==> src/rtl/traffic_pkg.sv <==
`default_nettype none
// ============================================================================
// Module   : traffic_pkg
// Purpose  : Shared light codes, phase encoding, direction indices and the
//            light-bus formatting helper for the traffic phase scheduler.
// Revision : 1.0  initial release
// ============================================================================
package traffic_pkg;

    localparam logic [1:0] LIGHT_RED    = 2'b00;
    localparam logic [1:0] LIGHT_GREEN  = 2'b01;
    localparam logic [1:0] LIGHT_YELLOW = 2'b10;

    localparam logic [1:0] DIR_N = 2'd0;
    localparam logic [1:0] DIR_E = 2'd1;
    localparam logic [1:0] DIR_S = 2'd2;
    localparam logic [1:0] DIR_W = 2'd3;

    typedef enum logic [1:0] {
        PH_ALLRED = 2'b00,
        PH_GREEN  = 2'b01,
        PH_YELLOW = 2'b10
    } phase_e;

    // Only the owning direction's field can be non-red; all others stay 00.
    function automatic logic [7:0] light_word(input phase_e ph, input logic [1:0] dir);
        logic [1:0] code;
        logic [7:0] word;
        case (ph)
            PH_GREEN:  code = LIGHT_GREEN;
            PH_YELLOW: code = LIGHT_YELLOW;
            default:   code = LIGHT_RED;
        endcase
        word = 8'h00;
        word[{dir, 1'b0} +: 2] = code;
        return word;
    endfunction

endpackage : traffic_pkg
`default_nettype wire

==> src/rtl/traffic_phase_scheduler_if.sv <==
`default_nettype none
// ============================================================================
// Module   : traffic_phase_scheduler_if
// Purpose  : Sensor/preempt inputs and light/phase outputs of the scheduler.
//            master = scheduler side, slave = intersection/display side.
// Revision : 1.0  initial release
// ============================================================================
interface traffic_phase_scheduler_if #(
    parameter int CNT_W = 8
);
    logic [3:0]       sensor_1th;
    logic [3:0]       sensor_5th;
    logic [3:0]       preempt_req;
    logic [7:0]       light;
    logic [1:0]       active_dir;
    logic [1:0]       phase;
    logic [CNT_W-1:0] phase_count;
    logic             preempt_ack;

    modport master (
        input  sensor_1th, sensor_5th, preempt_req,
        output light, active_dir, phase, phase_count, preempt_ack
    );

    modport slave (
        output sensor_1th, sensor_5th, preempt_req,
        input  light, active_dir, phase, phase_count, preempt_ack
    );
endinterface : traffic_phase_scheduler_if
`default_nettype wire

==> src/rtl/traffic_phase_scheduler_rr_dir_picker.sv <==
`default_nettype none
// ============================================================================
// Module   : rr_dir_picker
// Purpose  : Combinational 4-way rotating priority pick. Scans last+1 .. last+4
//            (mod 4) and grants the first requester. With no request the grant
//            is last+1 so the rotation always advances. last=3 gives plain
//            lowest-index-first priority.
// Revision : 1.0  initial release
// ============================================================================
module rr_dir_picker (
    input  logic [3:0] req,
    input  logic [1:0] last,
    output logic [1:0] grant_dir,
    output logic       any
);

    logic [1:0] cand;

    // Scan farthest-first so the nearest requester after 'last' overwrites.
    always_comb begin
        any       = |req;
        grant_dir = last + 2'd1;
        cand      = last;
        for (int k = 4; k >= 1; k--) begin
            cand = last + 2'(k);
            if (req[cand]) begin
                grant_dir = cand;
            end
        end
    end

endmodule : rr_dir_picker
`default_nettype wire

==> src/rtl/traffic_phase_scheduler.sv <==
`default_nettype none
// ============================================================================
// Module   : traffic_phase_scheduler
// Purpose  : Four-way intersection sequencer. One approach at a time runs
//            GREEN -> YELLOW -> ALL_RED; next approach chosen by emergency
//            preempt, then sensor-weighted round robin.
// Revision : 1.0  initial release
// ============================================================================
module traffic_phase_scheduler
    import traffic_pkg::*;
#(
    parameter int GREEN_LONG   = 60,
    parameter int GREEN_MID    = 40,
    parameter int GREEN_SHORT  = 20,
    parameter int YELLOW_TIME  = 5,
    parameter int ALL_RED_TIME = 2,
    parameter int CNT_W        = 8
) (
    input  logic                      clk,
    input  logic                      rst_n,
    traffic_phase_scheduler_if.master bus
);

    localparam logic [CNT_W-1:0] green_long_m1  = CNT_W'(GREEN_LONG - 1);
    localparam logic [CNT_W-1:0] green_mid_m1   = CNT_W'(GREEN_MID - 1);
    localparam logic [CNT_W-1:0] green_short_m1 = CNT_W'(GREEN_SHORT - 1);
    localparam logic [CNT_W-1:0] yellow_m1      = CNT_W'(YELLOW_TIME - 1);
    localparam logic [CNT_W-1:0] allred_m1      = CNT_W'(ALL_RED_TIME - 1);

    // Registered input copies; every decision uses these.
    logic [3:0]       s1_q;
    logic [3:0]       s5_q;
    logic [3:0]       pr_q;

    phase_e           phase_q;
    phase_e           phase_nxt;
    logic [CNT_W-1:0] count_q;
    logic [CNT_W-1:0] count_nxt;
    logic [1:0]       dir_q;
    logic [1:0]       dir_nxt;
    logic [7:0]       light_q;
    logic             ack_q;

    logic [1:0]       pre_dir;
    logic             pre_any;
    logic [1:0]       seq_dir;
    logic             seq_any;
    logic [1:0]       next_dir;
    logic [3:0]       dir_mask;
    logic             other_preempt;

    // Green length is fixed from the sensors seen at selection time.
    function automatic logic [CNT_W-1:0] green_len_m1(input logic s1, input logic s5);
        if (s1 && s5) begin
            return green_long_m1;
        end else if (s1) begin
            return green_mid_m1;
        end
        return green_short_m1;
    endfunction

    // Emergency path: fixed lowest-index priority (last = W makes N first).
    rr_dir_picker u_pre_pick (
        .req       (pr_q),
        .last      (DIR_W),
        .grant_dir (pre_dir),
        .any       (pre_any)
    );

    // Demand path: rotate from the direction that held the last green.
    rr_dir_picker u_seq_pick (
        .req       (s1_q),
        .last      (dir_q),
        .grant_dir (seq_dir),
        .any       (seq_any)
    );

    assign next_dir      = pre_any ? pre_dir : (seq_any ? seq_dir : dir_q + 2'd1);
    assign dir_mask      = 4'b0001 << dir_q;
    assign other_preempt = |(pr_q & ~dir_mask);

    // Input sampling stage.
    always_ff @(posedge clk or negedge rst_n) begin
        if (!rst_n) begin
            s1_q <= 4'h0;
            s5_q <= 4'h0;
            pr_q <= 4'h0;
        end else begin
            s1_q <= bus.sensor_1th;
            s5_q <= bus.sensor_5th;
            pr_q <= bus.preempt_req;
        end
    end

    // Phase sequencing: next phase, count and owning direction.
    always_comb begin
        phase_nxt = phase_q;
        count_nxt = count_q;
        dir_nxt   = dir_q;
        case (phase_q)
            PH_ALLRED: begin
                if (count_q == '0) begin
                    phase_nxt = PH_GREEN;
                    dir_nxt   = next_dir;
                    count_nxt = green_len_m1(s1_q[next_dir], s5_q[next_dir]);
                end else begin
                    count_nxt = count_q - 1'b1;
                end
            end
            PH_GREEN: begin
                if (other_preempt) begin
                    // A conflicting emergency cuts the green short at once.
                    phase_nxt = PH_YELLOW;
                    count_nxt = yellow_m1;
                end else if (count_q == '0) begin
                    if (!pr_q[dir_q]) begin
                        phase_nxt = PH_YELLOW;
                        count_nxt = yellow_m1;
                    end
                    // else: own emergency pending, hold green at count 0
                end else begin
                    count_nxt = count_q - 1'b1;
                end
            end
            PH_YELLOW: begin
                if (count_q == '0) begin
                    phase_nxt = PH_ALLRED;
                    count_nxt = allred_m1;
                end else begin
                    count_nxt = count_q - 1'b1;
                end
            end
            default: begin
                phase_nxt = PH_ALLRED;
                count_nxt = allred_m1;
            end
        endcase
    end

    // State and output registers; light/ack are formed from the next state so
    // they line up with the registered phase/direction they describe.
    always_ff @(posedge clk or negedge rst_n) begin
        if (!rst_n) begin
            phase_q <= PH_ALLRED;
            count_q <= allred_m1;
            dir_q   <= DIR_W;
            light_q <= 8'h00;
            ack_q   <= 1'b0;
        end else begin
            phase_q <= phase_nxt;
            count_q <= count_nxt;
            dir_q   <= dir_nxt;
            light_q <= light_word(phase_nxt, dir_nxt);
            ack_q   <= (phase_nxt == PH_GREEN) && bus.preempt_req[dir_nxt];
        end
    end

    assign bus.light       = light_q;
    assign bus.active_dir  = dir_q;
    assign bus.phase       = phase_q;
    assign bus.phase_count = count_q;
    assign bus.preempt_ack = ack_q;

endmodule : traffic_phase_scheduler
`default_nettype wire

==> src/flat_wrapper.sv <==
// flat-port wrapper written by rule: the top's interface ports become plain ports
module traffic_phase_scheduler_flat import traffic_pkg::*;
#(
    parameter int GREEN_LONG   = 60,
    parameter int GREEN_MID    = 40,
    parameter int GREEN_SHORT  = 20,
    parameter int YELLOW_TIME  = 5,
    parameter int ALL_RED_TIME = 2,
    parameter int CNT_W        = 8
)
  (clk, rst_n, bus_sensor_1th, bus_sensor_5th, bus_preempt_req, bus_light, bus_active_dir, bus_phase, bus_phase_count, bus_preempt_ack);
  traffic_phase_scheduler_if #(.CNT_W(CNT_W)) bus_i ();
  input  logic clk;
  input  logic rst_n;
  input wire logic [$bits(bus_i.sensor_1th)-1:0] bus_sensor_1th;
  input wire logic [$bits(bus_i.sensor_5th)-1:0] bus_sensor_5th;
  input wire logic [$bits(bus_i.preempt_req)-1:0] bus_preempt_req;
  output wire logic [$bits(bus_i.light)-1:0] bus_light;
  output wire logic [$bits(bus_i.active_dir)-1:0] bus_active_dir;
  output wire logic [$bits(bus_i.phase)-1:0] bus_phase;
  output wire logic [$bits(bus_i.phase_count)-1:0] bus_phase_count;
  output wire logic [$bits(bus_i.preempt_ack)-1:0] bus_preempt_ack;
  assign bus_i.sensor_1th = bus_sensor_1th;
  assign bus_i.sensor_5th = bus_sensor_5th;
  assign bus_i.preempt_req = bus_preempt_req;
  assign bus_light = bus_i.light;
  assign bus_active_dir = bus_i.active_dir;
  assign bus_phase = bus_i.phase;
  assign bus_phase_count = bus_i.phase_count;
  assign bus_preempt_ack = bus_i.preempt_ack;
  traffic_phase_scheduler #(.GREEN_LONG(GREEN_LONG), .GREEN_MID(GREEN_MID), .GREEN_SHORT(GREEN_SHORT), .YELLOW_TIME(YELLOW_TIME), .ALL_RED_TIME(ALL_RED_TIME), .CNT_W(CNT_W)) u_core (.clk(clk), .rst_n(rst_n), .bus(bus_i));
endmodule
==> config.mk <==
export PLATFORM = sky130hd
export DESIGN_NAME = traffic_phase_scheduler_flat
export DESIGN_NICKNAME = d
export VERILOG_FILES = /design/src/rtl/traffic_pkg.sv /design/src/rtl/traffic_phase_scheduler_if.sv /design/src/rtl/traffic_phase_scheduler_rr_dir_picker.sv /design/src/rtl/traffic_phase_scheduler.sv /design/src/flat_wrapper.sv
export SDC_FILE = /design/constraint.sdc
export NUM_CORES = 1
export LEC_CHECK = 0
export BUFFER_PORTS_ARGS = -buffer_cell sky130_fd_sc_hd__buf_2
export CAP_MARGIN = 30
export CORE_ASPECT_RATIO = 1.25
export CORE_MARGIN = 3
export CORE_UTILIZATION = 50
export CTS_BUF_LIST = sky130_fd_sc_hd__clkbuf_16
export DETAILED_ROUTE_END_ITERATION = 10
export PLACE_DENSITY = 0.71
export SLEW_MARGIN = 5
export SYNTH_ARGS = -nofsm -noshare
export SYNTH_HDL_FRONTEND = slang
export SYNTH_SLANG_ARGS = --single-unit
==> constraint.sdc <==
create_clock -name clk -period 3.8 [get_ports clk]
set_input_delay 0.95 -clock clk [delete_from_list [all_inputs] [get_ports clk]]
set_output_delay 0.95 -clock clk [all_outputs]
set_load 0.005 [all_outputs]
# == Yosys cells after proc, flatten, opt, wreduce, memory -nomap -nowiden ==
# Cells that the tools add are included.
# totals
in_bits,14
elab_cells,85
ff_bits,33
out_inout_bits,21
# op_classes
n_eq_ne,5
n_addsub,5
n_reduce_logical,7
magnitude_cmp,6
bitwise_logic,3
n_shift,3
mux,48
# op_table
op,n
$mux 8,8
$mux 2,17
$pmux 8 s3,1
$lt 2x3->1 const B,6
$bmux 1 s2,8
$mux 1,12
$reduce_or 4->1,3
$and 8x8->8,1
$logic_not 8->1,1
$shift 2x5->8 const A,1
$shiftx 2x5->8,1
$sub 8x1->8 const B,1
$pmux 2 s3,1
$neg 3->5,1
$add 2x2->2 const B,2
$and 4x4->4,1
$eq 2x1->1 const B,2
$eq 2x2->1 const B,2
$ne 4x3->1 const B,1
$not 4->4,1
$pmux 2 s2,1
$shl 1x2->4 const A,1
$add 2x1->2 const B,1
$logic_and 1x1->1,2
$logic_not 2->1,1

# == Depth between registers and ports, before layout ==
# Gate-level depths: netlist of run 1.
# depth
ltp_word,17
depth_mapped,14
depth_no_buf,12

# == Modules after synthesis ==
# A second synthesis of run 1 with hierarchy kept.
# unflattened
hier_cells,189
area_unflattened_um2,1943.1
# by_module_without_submodules
module,cells_per_inst,instances,seq_area_each_um2,area_per_inst_um2
traffic_phase_scheduler,153,1,829.5,1712.9
rr_dir_picker,18,2,0.0,115.1

# == Least setup slack after synthesis of run 1 ==
# OpenSTA, ideal clock, no wires.
# synth_path
path_type,reg2reg
start,register u_core.dir_q[0] (netlist: u_core.bus.active_dir[0])
end,register u_core.ack_q (netlist: u_core.bus.preempt_ack)
required_ps,3677
stages_incl_launch_ff,12
arrival_ps,3127
slack_ps,550
path_buffers,2
setup_time_ps,123
synth_period_minus_slack_ps,3250
path_cell_list,dfstp_2 clkbuf_1 inv_1 ha_1 buf_4 a21oi_1 nand3_1 o311ai_2 nand2_1 mux2i_2 mux4_2 nor2b_1
# synth_via
elab_chain_cells,13
elab_cells_between_ends,33
cone_classes,add/sub (3); eq/ne (1); shift (1); mux (24); bitwise (2); reduce/logical (2)
# synth_rtl
item,line_no,source
from (decl),traffic_phase_scheduler.sv:39,logic [1:0] dir_q;
from (signal assigned),traffic_phase_scheduler.sv:152,dir_q <= dir_nxt;
$add 2x2->2 or $bmux 1 s2 (tied branches),"traffic_phase_scheduler_rr_dir_picker.sv:25, traffic_phase_scheduler_rr_dir_picker.sv:26",
$bmux 1 s2 or $mux 1 (tied branches),traffic_phase_scheduler_rr_dir_picker.sv:26,if (req[cand]) begin
$mux 1 (not written as such) or $mux 2 (tied branches),traffic_phase_scheduler_rr_dir_picker.sv:26,
$mux 2 (3 in a row),traffic_phase_scheduler_rr_dir_picker.sv:26,
$mux 2 (2 in a row),traffic_phase_scheduler.sv:78,assign next_dir = pre_any ? pre_dir : (seq_any ? seq_dir : dir_q + 2'd1);
$mux 2,traffic_phase_scheduler.sv:102,if (count_q == '0) begin
$mux 2,traffic_phase_scheduler.sv:100,case (phase_q)
$bmux 1 s2,traffic_phase_scheduler.sv:154,ack_q <= (phase_nxt == PH_GREEN) && bus.preempt_req[dir_nxt];
$mux 1 (not written as such),traffic_phase_scheduler.sv:154,
$logic_and 1x1->1 (*),traffic_phase_scheduler.sv:154,
to (signal assigned),traffic_phase_scheduler.sv:154,
to (decl),traffic_phase_scheduler.sv:42,logic ack_q;
# Mark *: on every way between the ends. The rest lies on a longest branch, timed or not. The select of a mux whose other input is x is not followed.
# A chain may end at the register's enable or synchronous reset.

# == Final worst setup path of run 1 ==
# Same ends and word-level chain as after synthesis.

==> results.yml, run 1 <==
critical_path:
  critical_path.slowest_cell: "dfstp_2"
  cp.required_ns: 3.96
  cp_max_fo: 14
  reg2regPathDepth: 9
  cp.depth: 9
  critPathKind: "reg -> reg"
  crit_chain: "inv_1, ha_1, mux2i_1, nor3_1, o311ai_2, nand2_1, mux2i_2, mux4_2, nor2b_1"
  worstPathArrival_ns: 3.55
  path_delay_family: "multiplexers"
  worstSetupStartpointType: "flop"
  cp_num_buf_inv: 1
  end_kind: "flop"
  max_stage_delay_ns: 0.68
power_and_ir_drop:
  power.density_mw_per_mm2: 750
  vdd_drop_max_uv: 508
  total_leakage_power_nw: 1.03
synthesis:
  synth_area_leaders: "dfrtp_1 (42%), ha_1 (7.0%), dfstp_2 (4.4%), inv_1 (3.3%), nand3_1 (3.1%)"
  synth-seq-cells: 33
  ys_seq_area_share_pct: 46.1
  yosysWarnings: 0
  synth_nets: 204
  synthDistinctLibCells: 44
  syn_avg_cell_area_um2: 10.0
  yosysTopAreaCell: "dfrtp_1"
  netlist_instances: 180
  syn_area_mm2: 0.00180
  synth_top_area_share_pct: 41.7
sta:
  finalHoldViolations: 0
  fmax_ghz: 0.295
  setup_viol: 0
  whs_ns: 0.572
  grt_setup_unrepaired: "false"
  worst_pin_slew_ns: 0.695
  timing.final.max_slew_violations: 0
  slew_headroom_pct: 53.6
  finalCritPeriodShare_pct: 89.2
  fin_skew_ns: 0.00600
  period_minus_slack_ns: 3.39
  fin_tns_setup_ns: 0
cells_and_area:
  final_layout_size_suffix_gt1_share_pct: 26.0
  syn2layout_area_growth_pct: 19.7
  diodes: 0
  final_common_cell: "buf_2"
  final_area_mm2: 0.00215
  final_util_pct: 64.5
  nFillCells: 284
  mostFrequentLayoutCells: "buf_2 (34), dfrtp_1 (30), inv_1 (16)"
  layout.nets: 238
place:
  place_congestion: 0.851
  portBuffers: 34
  place_area_mm2: 0.00198
  dp.final_hpwl_um: 2760
detailed_routing:
  top_layer_used: "met4"
  wl_per_cell_um: 15.1
  dr.pass1.iters: 5
  drc: 0
  vias_per_cell: 5.94
  drt_iter0_drc: 59
  vias: 1497
  final_antenna_net_count: 0
  totalWireLength_um: 3790
  wl_met1_um: 1660
  wl_met3_um: 221
  met2WireLength_um: 1830
clock_network:
  root_buffer: "clkbuf_16"
  htree_levels: 2
  clk_pin_slew_ns: 0.06
  cts_setup_buffers: 0
  clk_latency_ns: 0.28
  ctsResizeCount: 0
  cts_buffer_depth: 2
  hold_buffers: 0
  cts_sinks: 33
  cts_inserted_buffers: 5
  cts_tree: "done"
job:
  cap_violations: 0
floorplan:
  ios: 35
  fp.dieW_um: 59.7
  num_rows: 23
  fp.coreArea_mm2: 0.00334
  dieArea_mm2: 0.00436
  initial_core_util_pct: 53.9
  die_y_um: 73.1
global_route:
  grt_pass1_vias: 1465
  grt.total_usage_pct: 19.6
  grt_first_pass_wirelength_um: 6450
  grt_overflow: 0
  antenna_found_initial: 0
  grt_max_degree: 34
min_path:
  min_path_type: "reg -> reg"
  holdPathStages: 2
status:
  outcome: "finished clean"
## final cells by class
type / count / area (um^2) / area share (%)
Clock buffer: 5 / 125 / 5.81
Clock inverter: 3 / 46.3 / 2.15
Inverter: 16 / 60.1 / 2.79
Multi-Input combinational cell: 124 / 877 / 40.7
Sequential cell: 33 / 830 / 38.5
Tap cell: 37 / 46.3 / 2.15
Timing Repair Buffer: 34 / 170 / 7.90
## Yosys cell counts (all sizes together)
cell and instances:
dfrtp 30, inv 16, nor2 15, nor3 12, nand3 11, ha 10, nand2 10, o21ai 10
a21oi 4, buf 4, mux2i 4, nor4 4, xnor2 4, a2bb2oi 3, a31oi 3, and3 3
clkbuf 3, dfstp 3, nand2b 3, o221ai 3, a211o 2, a211oi 2, a22oi 2, mux2 2
mux4 2, xor2 2, a21o 1, a221oi 1, a31o 1, nor2b 1, o211ai 1, o21a 1
o22ai 1, o2bb2ai 1, o311a 1, o311ai 1, o32ai 1, or2 1, or3 1
## logic make-up after synthesis
| kind of cell | after synthesis | synth area share [%] |
|---|---|---|
| AOI/OAI and AO/OA | 39 | 15.5 |
| xor gates and xnor gates | 6 | 2.92 |
| buffers and inverters | 23 | 5.15 |
| adders and majority gates | 10 | 6.95 |
| DFF | 33 | 46.1 |
| muxes | 8 | 6.19 |
| and+or+nand+nor | 61 | 17.2 |
## worst paths after layout
kind / startpoint / to / slack [ns]
min in group asynchronous: rst_n / u_core.s5_q[2] / 0.72
max: u_core.bus.active_dir[0] / u_core.bus.preempt_ack / 0.41
max in group asynchronous: rst_n / u_core.s1_q[3] / 2.64
max reg2reg: u_core.bus.active_dir[0] / u_core.bus.preempt_ack / 0.41
min: u_core.bus.phase_count[1] / u_core.bus.phase_count[1] / 0.57
min reg2reg: u_core.bus.phase_count[1] / u_core.bus.phase_count[1] / 0.57
## layer usage
layer / up-vias / GRT usage, %
met3: 8 / 5.66
met2: 39 / 31.1
met4: 0 / 7.39
met1: 737 / 25.1
met5: - / 0
li1: 713 / -
## worst reg2reg max path, stage by stage (launching register included)
cell and delay (ns):
dfstp_2 0.68, inv_1 0.13, ha_1 0.52, mux2i_1 0.23
nor3_1 0.08, o311ai_2 0.36, nand2_1 0.18, mux2i_2 0.41
mux4_2 0.55, nor2b_1 0.14
## per-stage QoR
step | instances | setup WS (ns) | power, W
after detailed placement | 244 | 0.436 | 0.00116
after global placement | 244 | 0.538 | 0.00114
after floorplan | 180 | 0.550 | 0.000996
final | 252 | 0.412 | 0.00162
after global routing | 252 | 0.167 | 0.00173
after CTS | 252 | 0.440 | 0.00163
## where the power goes
part / switching (W) / internal [W] / leakage [nW]
logic: 0.000319 / 0.000280 / 0.545
registers: 0.000117 / 0.000436 / 0.407
clock network: 0.000155 / 0.000310 / 0.0800
## sequential cells by signal (all words and copies together), names as in the netlist
register,count
u_core.bus.light,8
u_core.bus.phase_count,8
u_core.pr_q,4
u_core.s1_q,4
u_core.s5_q,4
u_core.bus.active_dir,2
u_core.bus.phase,2
u_core.bus.preempt_ack,1
Power figures use the tool's default switching activity.
==> run 2, diff against run 1 <==
==> constraint.sdc (replaced) <==
create_clock -name clk -period 4.3 [get_ports clk]
set_input_delay 1.075 -clock clk [delete_from_list [all_inputs] [get_ports clk]]
set_output_delay 1.075 -clock clk [all_outputs]
set_load 0.005 [all_outputs]
==> run 2 against run 1 <==
- non-clock buffer count is the same
- total power is 12% lower
- clock skew decreased by 0.0019 ns
- critical path depth rose by 2
- first-iteration DRC count is 12% lower
- largest cell class unchanged
==> results.yml, run 2 (synthesized netlist as in run 1, its figures left out) <==
detailed_routing:
  drc: 0
  final_antenna_net_count: 0
  vias: 1489
  totalWireLength_um: 3800
  dr.pass1.iters: 5
  vias_per_cell: 5.91
  drt_iter0_drc: 52
  wl_per_cell_um: 15.1
sta:
  grt_setup_unrepaired: "false"
  worst_pin_slew_ns: 0.692
  slew_headroom_pct: 53.9
  period_minus_slack_ns: 3.41
  fin_tns_setup_ns: 0
  finalHoldViolations: 0
  fin_skew_ns: 0.00406
  fmax_ghz: 0.293
  timing.final.max_slew_violations: 0
  setup_viol: 0
  finalCritPeriodShare_pct: 79.3
critical_path:
  cp.required_ns: 4.49
  cp_max_fo: 14
  critPathKind: "reg -> reg"
  crit_chain: "inv_1, ha_1, mux2i_1, nor3_1, o311ai_2, nand2_1, mux2i_2, ha_1, nor2_1, nand2_1, nor3_1"
  critical_path.slowest_cell: "dfstp_2"
  end_kind: "flop"
  cp_num_buf_inv: 1
  worstSetupStartpointType: "flop"
  max_stage_delay_ns: 0.67
  worstPathArrival_ns: 3.60
  path_delay_family: "adder cells"
cells_and_area:
  nFillCells: 284
  diodes: 0
  syn2layout_area_growth_pct: 19.7
  final_layout_size_suffix_gt1_share_pct: 26.0
  regArea_um2: 830
  stdcell_count: 252
  final_area_mm2: 0.00215
  mostFrequentLayoutCells: "buf_2 (34), dfrtp_1 (30), inv_1 (16)"
  layout.nets: 238
  final_common_cell: "buf_2"
  multiInputGateArea_um2: 877
clock_network:
  cts_inserted_buffers: 5
  cts_tree: "done"
  htree_levels: 2
  clk_latency_ns: 0.28
  cts_sinks: 33
  ctsResizeCount: 0
  hold_buffers: 0
  root_buffer: "clkbuf_16"
  cts_setup_buffers: 0
  cts_buffer_depth: 2
  clk_pin_slew_ns: 0.06
power_and_ir_drop:
  vdd_drop_max_uv: 490
  total_leakage_power_nw: 1.03
  power_w: 0.00143
  power.density_mw_per_mm2: 662
place:
  dp_cells: 244
  place_congestion: 0.850
  dp.final_hpwl_um: 2790
  portBuffers: 34
  place_area_mm2: 0.00198
job:
  cap_violations: 0
global_route:
  grt_max_degree: 34
  antenna_found_initial: 0
  grt_pass1_vias: 1453
  grt_overflow: 0
  grt.total_usage_pct: 19.3
  grt_first_pass_wirelength_um: 6330
min_path:
  min_path_type: "reg -> reg"
floorplan:
  fp.dieW_um: 59.7
  dieArea_mm2: 0.00436
  fp.coreArea_mm2: 0.00334
  ios: 35
  num_rows: 23
  die_y_um: 73.1
  initial_core_util_pct: 53.9
status:
  outcome: "finished clean"
-- run 2: power breakdown --
part	switching (W)	internal, W
registers	0.000103	0.000385
clock network	0.000133	0.000274
logic	0.000285	0.000247
total	0.000521	0.000906
-- run 2: final timing paths --
path	to	depth (start not counted)	slack [ns]	start
setup / recovery	u_core.bus.light[5]	11	0.89	u_core.bus.active_dir[0]
hold / removal	u_core.bus.phase_count[1]	2	0.58	u_core.bus.phase_count[1]
setup reg to reg	u_core.bus.light[5]	11	0.89	u_core.bus.active_dir[0]
hold reg to reg	u_core.bus.phase_count[1]	2	0.58	u_core.bus.phase_count[1]
max in group asynchronous	u_core.s1_q[0]	1	3.01	rst_n
min in group asynchronous	u_core.s5_q[3]	1	0.84	rst_n
-- run 2: final cells by class --
cell class | instances | area share, %
repair buffers | 34 | 7.90
multi-input cells | 124 | 40.7
clock buffers | 5 | 5.81
well taps | 37 | 2.15
flip-flops and latches | 33 | 38.5
clock inverters | 3 | 2.15
inverters | 16 | 2.79
-- run 2: per-layer routing --
metal | up-vias | GRT usage [%] | wire [um]
li1 | 714 | - | -
met1 | 724 | 22.9 | 1590
met2 | 44 | 32.3 | 1910
met3 | 7 | 5.84 | 239
met4 | 0 | 7.39 | 65
met5 | - | 0 | 0
-- run 2: worst min-delay path: cells and delay by family, from the launching register on --
family,cells,cell delay [ns]
compound gates,2,0.16
flops,1,0.38
-- run 2: metrics by stage --
stage	util, %	setup WS (ns)	hold slack, ns
6_report	64.5	0.888	0.577
5_1_grt	64.5	0.628	0.610
3_3_place_gp	59.4	1.04	0.560
3_5_place_dp	59.4	0.906	0.567
2_1_floorplan	-	1.05	0.544
4_1_cts	64.5	0.883	0.579
